$ cat src/rtl/ldpc_pkg.sv
// Shared LDPC types, default widths and the LLR clamp helper (used by loader and PE block).
// Latency: n/a (types, constants and a combinational function only).
// Backpressure: n/a.
package ldpc_pkg;

    // Default intrinsic RAM word width and address width. The PE block shares these values.
    localparam int LDPC_MESSAGE_WIDTH = 5;
    localparam int LDPC_ADDR_WIDTH    = 8;

    typedef enum logic [1:0] {
        FILL  = 2'd0,
        DRAIN = 2'd1,
        READY = 2'd2
    } loader_state_t;

    // Symmetric clamp to +/-(2**(msg_w-1)-1). The input is a sign-extended LLR.
    // The most-negative msg_w-bit code is never produced, so negation stays safe downstream.
    function automatic logic signed [31:0] sat_llr(input logic signed [31:0] x, input int msg_w);
        logic signed [31:0] lim;
        lim = (32'sd1 <<< (msg_w - 1)) - 32'sd1;
        if (x > lim) begin
            return lim;
        end else if (x < -lim) begin
            return -lim;
        end else begin
            return x;
        end
    endfunction

endpackage

$ cat src/rtl/llr_sat.sv
// Optional round-half-up scale (LLR_SCALE_EN), then symmetric clamp of one channel LLR.
// Latency: combinational, 0 cycles.
// Backpressure: n/a (pure datapath).
module llr_sat
    import ldpc_pkg::*;
#(
    parameter int IN_WIDTH      = 8,
    parameter int MESSAGE_WIDTH = LDPC_MESSAGE_WIDTH,
    parameter int SCALE_SHIFT   = 2
) (
    input  logic [IN_WIDTH-1:0]      i_llr,
    output logic [MESSAGE_WIDTH-1:0] o_llr
);

    logic signed [31:0] w_wide;

    if (SCALE_SHIFT < 1 || SCALE_SHIFT >= IN_WIDTH) begin : g_bad_shift
        $error("llr_sat: SCALE_SHIFT must be in 1..IN_WIDTH-1");
    end

`ifdef LLR_SCALE_EN
    // One extra bit so that adding the rounding constant to +max cannot overflow.
    localparam logic signed [IN_WIDTH:0] HALF = (IN_WIDTH+1)'(1 << (SCALE_SHIFT - 1));

    logic signed [IN_WIDTH:0] w_rounded;
    logic signed [IN_WIDTH:0] w_scaled;

    assign w_rounded = $signed({i_llr[IN_WIDTH-1], i_llr}) + HALF;
    assign w_scaled  = w_rounded >>> SCALE_SHIFT;
    assign w_wide    = $signed({{(31-IN_WIDTH){w_scaled[IN_WIDTH]}}, w_scaled});
`else
    assign w_wide    = $signed({{(32-IN_WIDTH){i_llr[IN_WIDTH-1]}}, i_llr});
`endif

    assign o_llr = MESSAGE_WIDTH'(sat_llr(w_wide, MESSAGE_WIDTH));

endmodule

$ cat src/rtl/llr_loader.sv
// Clamps streamed channel LLRs and writes one frame into the idle intrinsic bank, then hands it off.
// Latency: an accepted beat appears on wr_* one cycle later. Optional LLR_SCALE_EN does not change latency.
// Backpressure: in_ready is low from the final beat until dec_take, which covers DRAIN and READY.
module llr_loader
    import ldpc_pkg::*;
#(
    parameter int IN_WIDTH      = 8,
    parameter int MESSAGE_WIDTH = LDPC_MESSAGE_WIDTH,
    parameter int ADDR_WIDTH    = LDPC_ADDR_WIDTH,
    parameter int FRAME_LEN     = 256,
    parameter int SCALE_SHIFT   = 2
) (
    input  logic                     clk,
    input  logic                     rst,
    input  logic                     in_valid,
    input  logic [IN_WIDTH-1:0]      in_llr,
    input  logic                     in_last,
    output logic                     in_ready,
    output logic                     wr_we,
    output logic [ADDR_WIDTH-1:0]    wr_addr,
    output logic [MESSAGE_WIDTH-1:0] wr_data,
    output logic                     fill_bank,
    output logic                     frame_rdy,
    input  logic                     dec_take,
    output logic                     frame_err
);

    if (FRAME_LEN < 2 || FRAME_LEN > (1 << ADDR_WIDTH)) begin : g_bad_len
        $error("llr_loader: FRAME_LEN must be in 2..2**ADDR_WIDTH");
    end

    localparam logic [ADDR_WIDTH-1:0] LAST_IDX = ADDR_WIDTH'(FRAME_LEN - 1);

    loader_state_t            r_state;
    loader_state_t            w_state_nxt;
    logic [ADDR_WIDTH-1:0]    r_count;
    logic [ADDR_WIDTH-1:0]    r_wr_addr;
    logic [MESSAGE_WIDTH-1:0] r_wr_data;
    logic [MESSAGE_WIDTH-1:0] w_sat;
    logic                     r_wr_we;
    logic                     r_fill_bank;
    logic                     r_frame_err;
    logic                     w_accept;
    logic                     w_final_beat;

    llr_sat #(
        .IN_WIDTH      (IN_WIDTH),
        .MESSAGE_WIDTH (MESSAGE_WIDTH),
        .SCALE_SHIFT   (SCALE_SHIFT)
    ) u_sat (
        .i_llr (in_llr),
        .o_llr (w_sat)
    );

    // The frame boundary comes from the beat count alone. in_last is only cross-checked.
    assign w_accept     = in_valid & in_ready;
    assign w_final_beat = (r_count == LAST_IDX);

    // State register
    always_ff @(posedge clk) begin
        if (rst) begin
            r_state <= FILL;
        end else begin
            r_state <= w_state_nxt;
        end
    end

    // Next state and state-decoded outputs. DRAIN is the one cycle in which the final write is on the bus.
    always_comb begin
        w_state_nxt = r_state;
        in_ready    = 1'b0;
        frame_rdy   = 1'b0;
        case (r_state)
            FILL: begin
                in_ready = 1'b1;
                if (in_valid && w_final_beat) begin
                    w_state_nxt = DRAIN;
                end
            end
            DRAIN: begin
                w_state_nxt = READY;
            end
            READY: begin
                frame_rdy = 1'b1;
                if (dec_take) begin
                    w_state_nxt = FILL;
                end
            end
            default: begin
                w_state_nxt = FILL;
            end
        endcase
    end

    // Write port register, beat counter, framing check and bank toggle on handoff
    always_ff @(posedge clk) begin
        if (rst) begin
            r_count     <= '0;
            r_wr_we     <= 1'b0;
            r_wr_addr   <= '0;
            r_wr_data   <= '0;
            r_frame_err <= 1'b0;
            r_fill_bank <= 1'b1;
        end else begin
            r_wr_we     <= w_accept;
            r_frame_err <= w_accept & (in_last ^ w_final_beat);
            if (w_accept) begin
                r_wr_addr <= r_count;
                r_wr_data <= w_sat;
                r_count   <= w_final_beat ? '0 : r_count + ADDR_WIDTH'(1);
            end
            if (r_state == READY && dec_take) begin
                r_fill_bank <= ~r_fill_bank;
            end
        end
    end

    assign wr_we     = r_wr_we;
    assign wr_addr   = r_wr_addr;
    assign wr_data   = r_wr_data;
    assign fill_bank = r_fill_bank;
    assign frame_err = r_frame_err;

endmodule

$ cat config.mk
export PLATFORM = sky130hd
export DESIGN_NAME = llr_loader
export DESIGN_NICKNAME = d
export VERILOG_FILES = /design/src/rtl/ldpc_pkg.sv /design/src/rtl/llr_sat.sv /design/src/rtl/llr_loader.sv
export SDC_FILE = /design/constraint.sdc
export NUM_CORES = 1
export LEC_CHECK = 0
export CAP_MARGIN = 30
export CORE_MARGIN = 5
export CORE_UTILIZATION = 41
export DETAILED_ROUTE_END_ITERATION = 6
export HOLD_SLACK_MARGIN = 0.05
export PLACE_DENSITY = 0.7
export REMOVE_ABC_BUFFERS = 1
export SLEW_MARGIN = 20
export SYNTH_ARGS = -nofsm -noshare
export SYNTH_HDL_FRONTEND = slang
export SYNTH_SLANG_ARGS = --single-unit
$ cat constraint.sdc
create_clock -name clk -period 1.4 [get_ports clk]
set_input_delay 0.14 -clock clk [delete_from_list [all_inputs] [get_ports clk]]
set_output_delay 0.14 -clock clk [all_outputs]
set_load 0.01 [all_outputs]
==> results of run 1 <==
==> layer usage <==
| layer | share of wire (%) | routed length [um] |
|---|---|---|
| met1 | 40 | 1230 |
| met2 | 51 | 1550 |
| met3 | 5.2 | 159 |
| met4 | 3.0 | 91 |
| met5 | 0 | 0 |
==> cells in the final DEF, fill, tap and decap left out, drive strengths merged, types with 2 or more instances in the layout <==
master         instances
inv                    5
nor4                   2
o211ai                 3
nand2                 25
or3                    4
or4                    2
nor3b                  2
nand3                  3
nor2                   5
dlymetal6s2s          13
nor2b                  4
nor3                   2
o21ai                  5
dfxtp                 26
a21oi                 14
clkbuf                 5
clkdlybuf4s50         15
o32ai                  2
buf                   27
a32o                   3
nand4                  2
o21bai                 3
==> power groups by stage <==
stage	Clock, W	Combinational [W]	Sequential (W)
final	0.000382	0.000203	0.000772
after global routing	0.000430	0.000221	0.000776
after CTS	0.000399	0.000198	0.000773
after detailed placement	0	0.000190	0.000788
after global placement	0	0.000185	0.000788
after floorplan	0	0.0000496	0.000795
==> cell type report <==
class | count | area [um^2] | area share, %
tap | 30 | 37.5 | 2.15
clock buffer | 4 | 36.3 | 2.08
inverter | 5 | 18.8 | 1.08
sequential | 26 | 532 | 30.5
multi-input combinational | 92 | 569 | 32.7
timing repair buffer | 57 | 549 | 31.5
==> final timing paths <==
kind | from | to | cells after the start
worst max-delay path | r_state[1] | r_count[5] | 3
worst min-delay path | in_last | frame_err | 3
worst max register to register | r_state[1] | r_count[5] | 3
worst min register to register | wr_addr[2] | wr_addr[2] | 2
==> worst max-delay path, stage by stage (launching register included) <==
cell and delay (ns):
dfxtp_2 0.36, or3b_4 0.40, or4_1 0.40, a31oi_1 0.16
==> kinds of logic (layout without fill, tap and decap cells) <==
group	after synthesis	in the layout
simple gates	54	54
xor+xnor	1	1
flops	26	26
mux	2	2
buf+inv	10	66
fa+ha+maj	1	1
compound gates	34	34
==> per-stage QoR <==
step / utilization, % / setup slack [ns] / hold WS (ns) / TNS (ns)
floorplan: - / -0.498 / 0.209 / -6.06
global placement: 62.9 / -0.312 / 0.441 / -2.01
detailed placement: 62.9 / -0.351 / 0.447 / -2.73
CTS: 65.7 / 0.00347 / 0.396 / 0
global route: 69.1 / -0.0219 / 0.483 / -0.0792
finish: 69.1 / 0.0180 / 0.451 / 0
==> state kept, by name, indices dropped and copies added, names as in the netlist <==
| name | flops |
|---|---|
| wr_data | 5 |
| wr_addr | 8 |
| fill_bank | 1 |
| r_state | 2 |
| frame_err | 1 |
| wr_we | 1 |
| r_count | 8 |
==> what timing repair did <==
action	4_1_cts	5_1_grt
hold endpoints to repair	0	0
resized for setup	10	31
pin swaps	3	4
buffers inserted	3	2
endpoints found under the setup margin	13	26
==> key figures, run 1 <==
Status
  • Status: finished clean

Route
  • Vias per cell: between 5 and 6
  • DRT antenna net count: 0
  • Initial detailed-routing violation count: 15
  • Vias: 1161
  • Pre-antenna DRT Iters: 4
  • Post-route DRC: 0
  • Routed wire length: 3.04 mm
  • Wire length per cell: 14.2 um

Layout
  • Fin nets: 199
  • Area Overhead vs Synth: 59.6%
  • Fin area: 1740 um^2
  • Final cell count without fillers: between 200 and 250
  • Layout cell share with drive strength beyond 1: between 20 and 30%
  • Fillers: slightly above 200
  • ANT cells: 0

Power and ir drop
  • Sw Pwr: 0.000321 W
  • Gate power share: 14.9%
  • Overall power: 0.00136 W
  • Int Pwr: between 0.001 and 0.0015 W
  • Leak: 0.834 nW
  • Sequential share of power: between 50% and 60%
  • Sw frac: between 20% and 30%
  • Max rail drop VDD: 0.562 mV
  • Clock power share: approximately 28%
  • Power density over cell area: about 780 nW/um^2

Setup path
  • Crit start category: flop
  • Crit path DAT: 1.65 ns
  • CP Capture Type: flop
  • CP max FO: 3
  • Worst EP required: 1.66 ns
  • Critical path class: flop to flop
  • R2R Setup Slk: 0.02 ns

Synth
  • Mux contribution to synthesized area: 1.95%
  • Number of flops mapped to enable cells by yosys: 0
  • Syn Area/Cell: 8.53 um^2
  • Post-Synth XOR/XNOR Area: less than 1%
  • Top cells by area, synth: dfxtp_1 (48%), nand2_1 (8.6%), a21oi_1 (6.4%), a32o_1 (2.7%), nor2b_1 (2.3%)
  • Synth Flop Type: dfxtp_1
  • Cell area after synthesis: 1090 um^2
  • Commonest cells post-synth: dfxtp_1 (26), nand2_1 (25), a21oi_1 (14)
  • Cells after synthesis: between 100 and 150
  • Unique cell type count in the Yosys netlist: 31
  • Synth Area in Compound Gates: around a fifth
  • Yosys top cell by area: dfxtp_1
  • Largest family of logic cells by synthesized area: simple AND/OR/NAND/NOR gates
  • Register bit total from synthesis: 26
  • Register area share after synthesis: between 40 and 50%
  • Top-count cell post-synth: dfxtp_1
  • Adder-cell share of the synthesized area: 1.15%
  • Asr flop ratio synth: 0%
  • Yosys top cell area share: a little under half
  • Yosys warning count: 0
  • Post-Synth Simple-Gate Area: 24.7%

STA
  • Fin crit period: roughly 1.4 ns
  • RSZ-0062 raised after global routing: true
  • Final count of negative-setup-slack endpoints: 0
  • Slew Viols, Final: 0
  • Slew headroom: 75.5%
  • Slew @ Worst Pin: 0.365 ns
  • Clock skew: 0.00450 ns
  • Final hold vios: 0
  • Fmax: 0.724 GHz
  • Crit share post-route: slightly below 100%

Clock tree
  • TritonCTS clock tree: yes
  • Post-CTS Hold Fix Bufs: 0
  • Latest clock arrival within the worst-skew pair: 0.32 ns
  • Clock Sinks: 26
  • Clock-pin transition on the worst setup and hold timing paths: 0.14 ns
  • H-tree depth: 1
  • CTS Root Cell: clkbuf_4
  • Clock Path Buffers: 2
  • TritonCTS Buffers: 3

Floorplan
  • Io pins: 31
  • Die Wd: ~60 um
  • Row count: 18
  • Die height: 61.6 um
  • Initial core utilization: a little over two fifths
  • CORE AREA: 2520 um^2
  • Die area: roughly 3800 um^2

Global routing
  • Met2 Resource Use GR: 32.9%
  • Grt ovf: 0
  • Met3 Track Usage GR: roughly 4.0%
  • Most Crowded Layer GR: met2
  • Number of global-route vias before repair: ~1200
  • Met1 Use GR: 18.9%
  • Initial antenna violation count: 0
  • Largest net degree at the start of global routing: 15
  • Total track usage: between 10% and 20%
  • Global-route wire length before repair: 5.10 mm

Placed design
  • Detail Placement HPWL: 2.18 mm
  • Placed insts: 205
  • Gpl congestion: 0.722
  • Placed inst area: 1590 um^2
  • Port Buffer Count: 30

Run
  • Max_cap viols: 0

Worst hold path
  • Min-Delay Path Class: input pin to flop
Power figures use the tool's default switching activity.
==> inputs of run 2 (changes only) <==
--- a/config.mk
+++ b/config.mk
@@ -12,7 +12,6 @@
 export HOLD_SLACK_MARGIN = 0.05
 export PLACE_DENSITY = 0.7
 export REMOVE_ABC_BUFFERS = 1
-export SLEW_MARGIN = 20
 export SYNTH_ARGS = -nofsm -noshare
 export SYNTH_HDL_FRONTEND = slang
 export SYNTH_SLANG_ARGS = --single-unit
==> results of run 2 <==
The final DEF is identical to that of run 1; final timing and power are the same.
==> inputs of run 3 (changes only) <==
--- a/config.mk
+++ b/config.mk
@@ -12,6 +12,7 @@
 export HOLD_SLACK_MARGIN = 0.05
 export PLACE_DENSITY = 0.7
 export REMOVE_ABC_BUFFERS = 1
+export SLEW_MARGIN = 5
 export SYNTH_ARGS = -nofsm -noshare
 export SYNTH_HDL_FRONTEND = slang
 export SYNTH_SLANG_ARGS = --single-unit
==> results of run 3 <==
The final DEF is identical to that of run 1; final timing and power are the same.
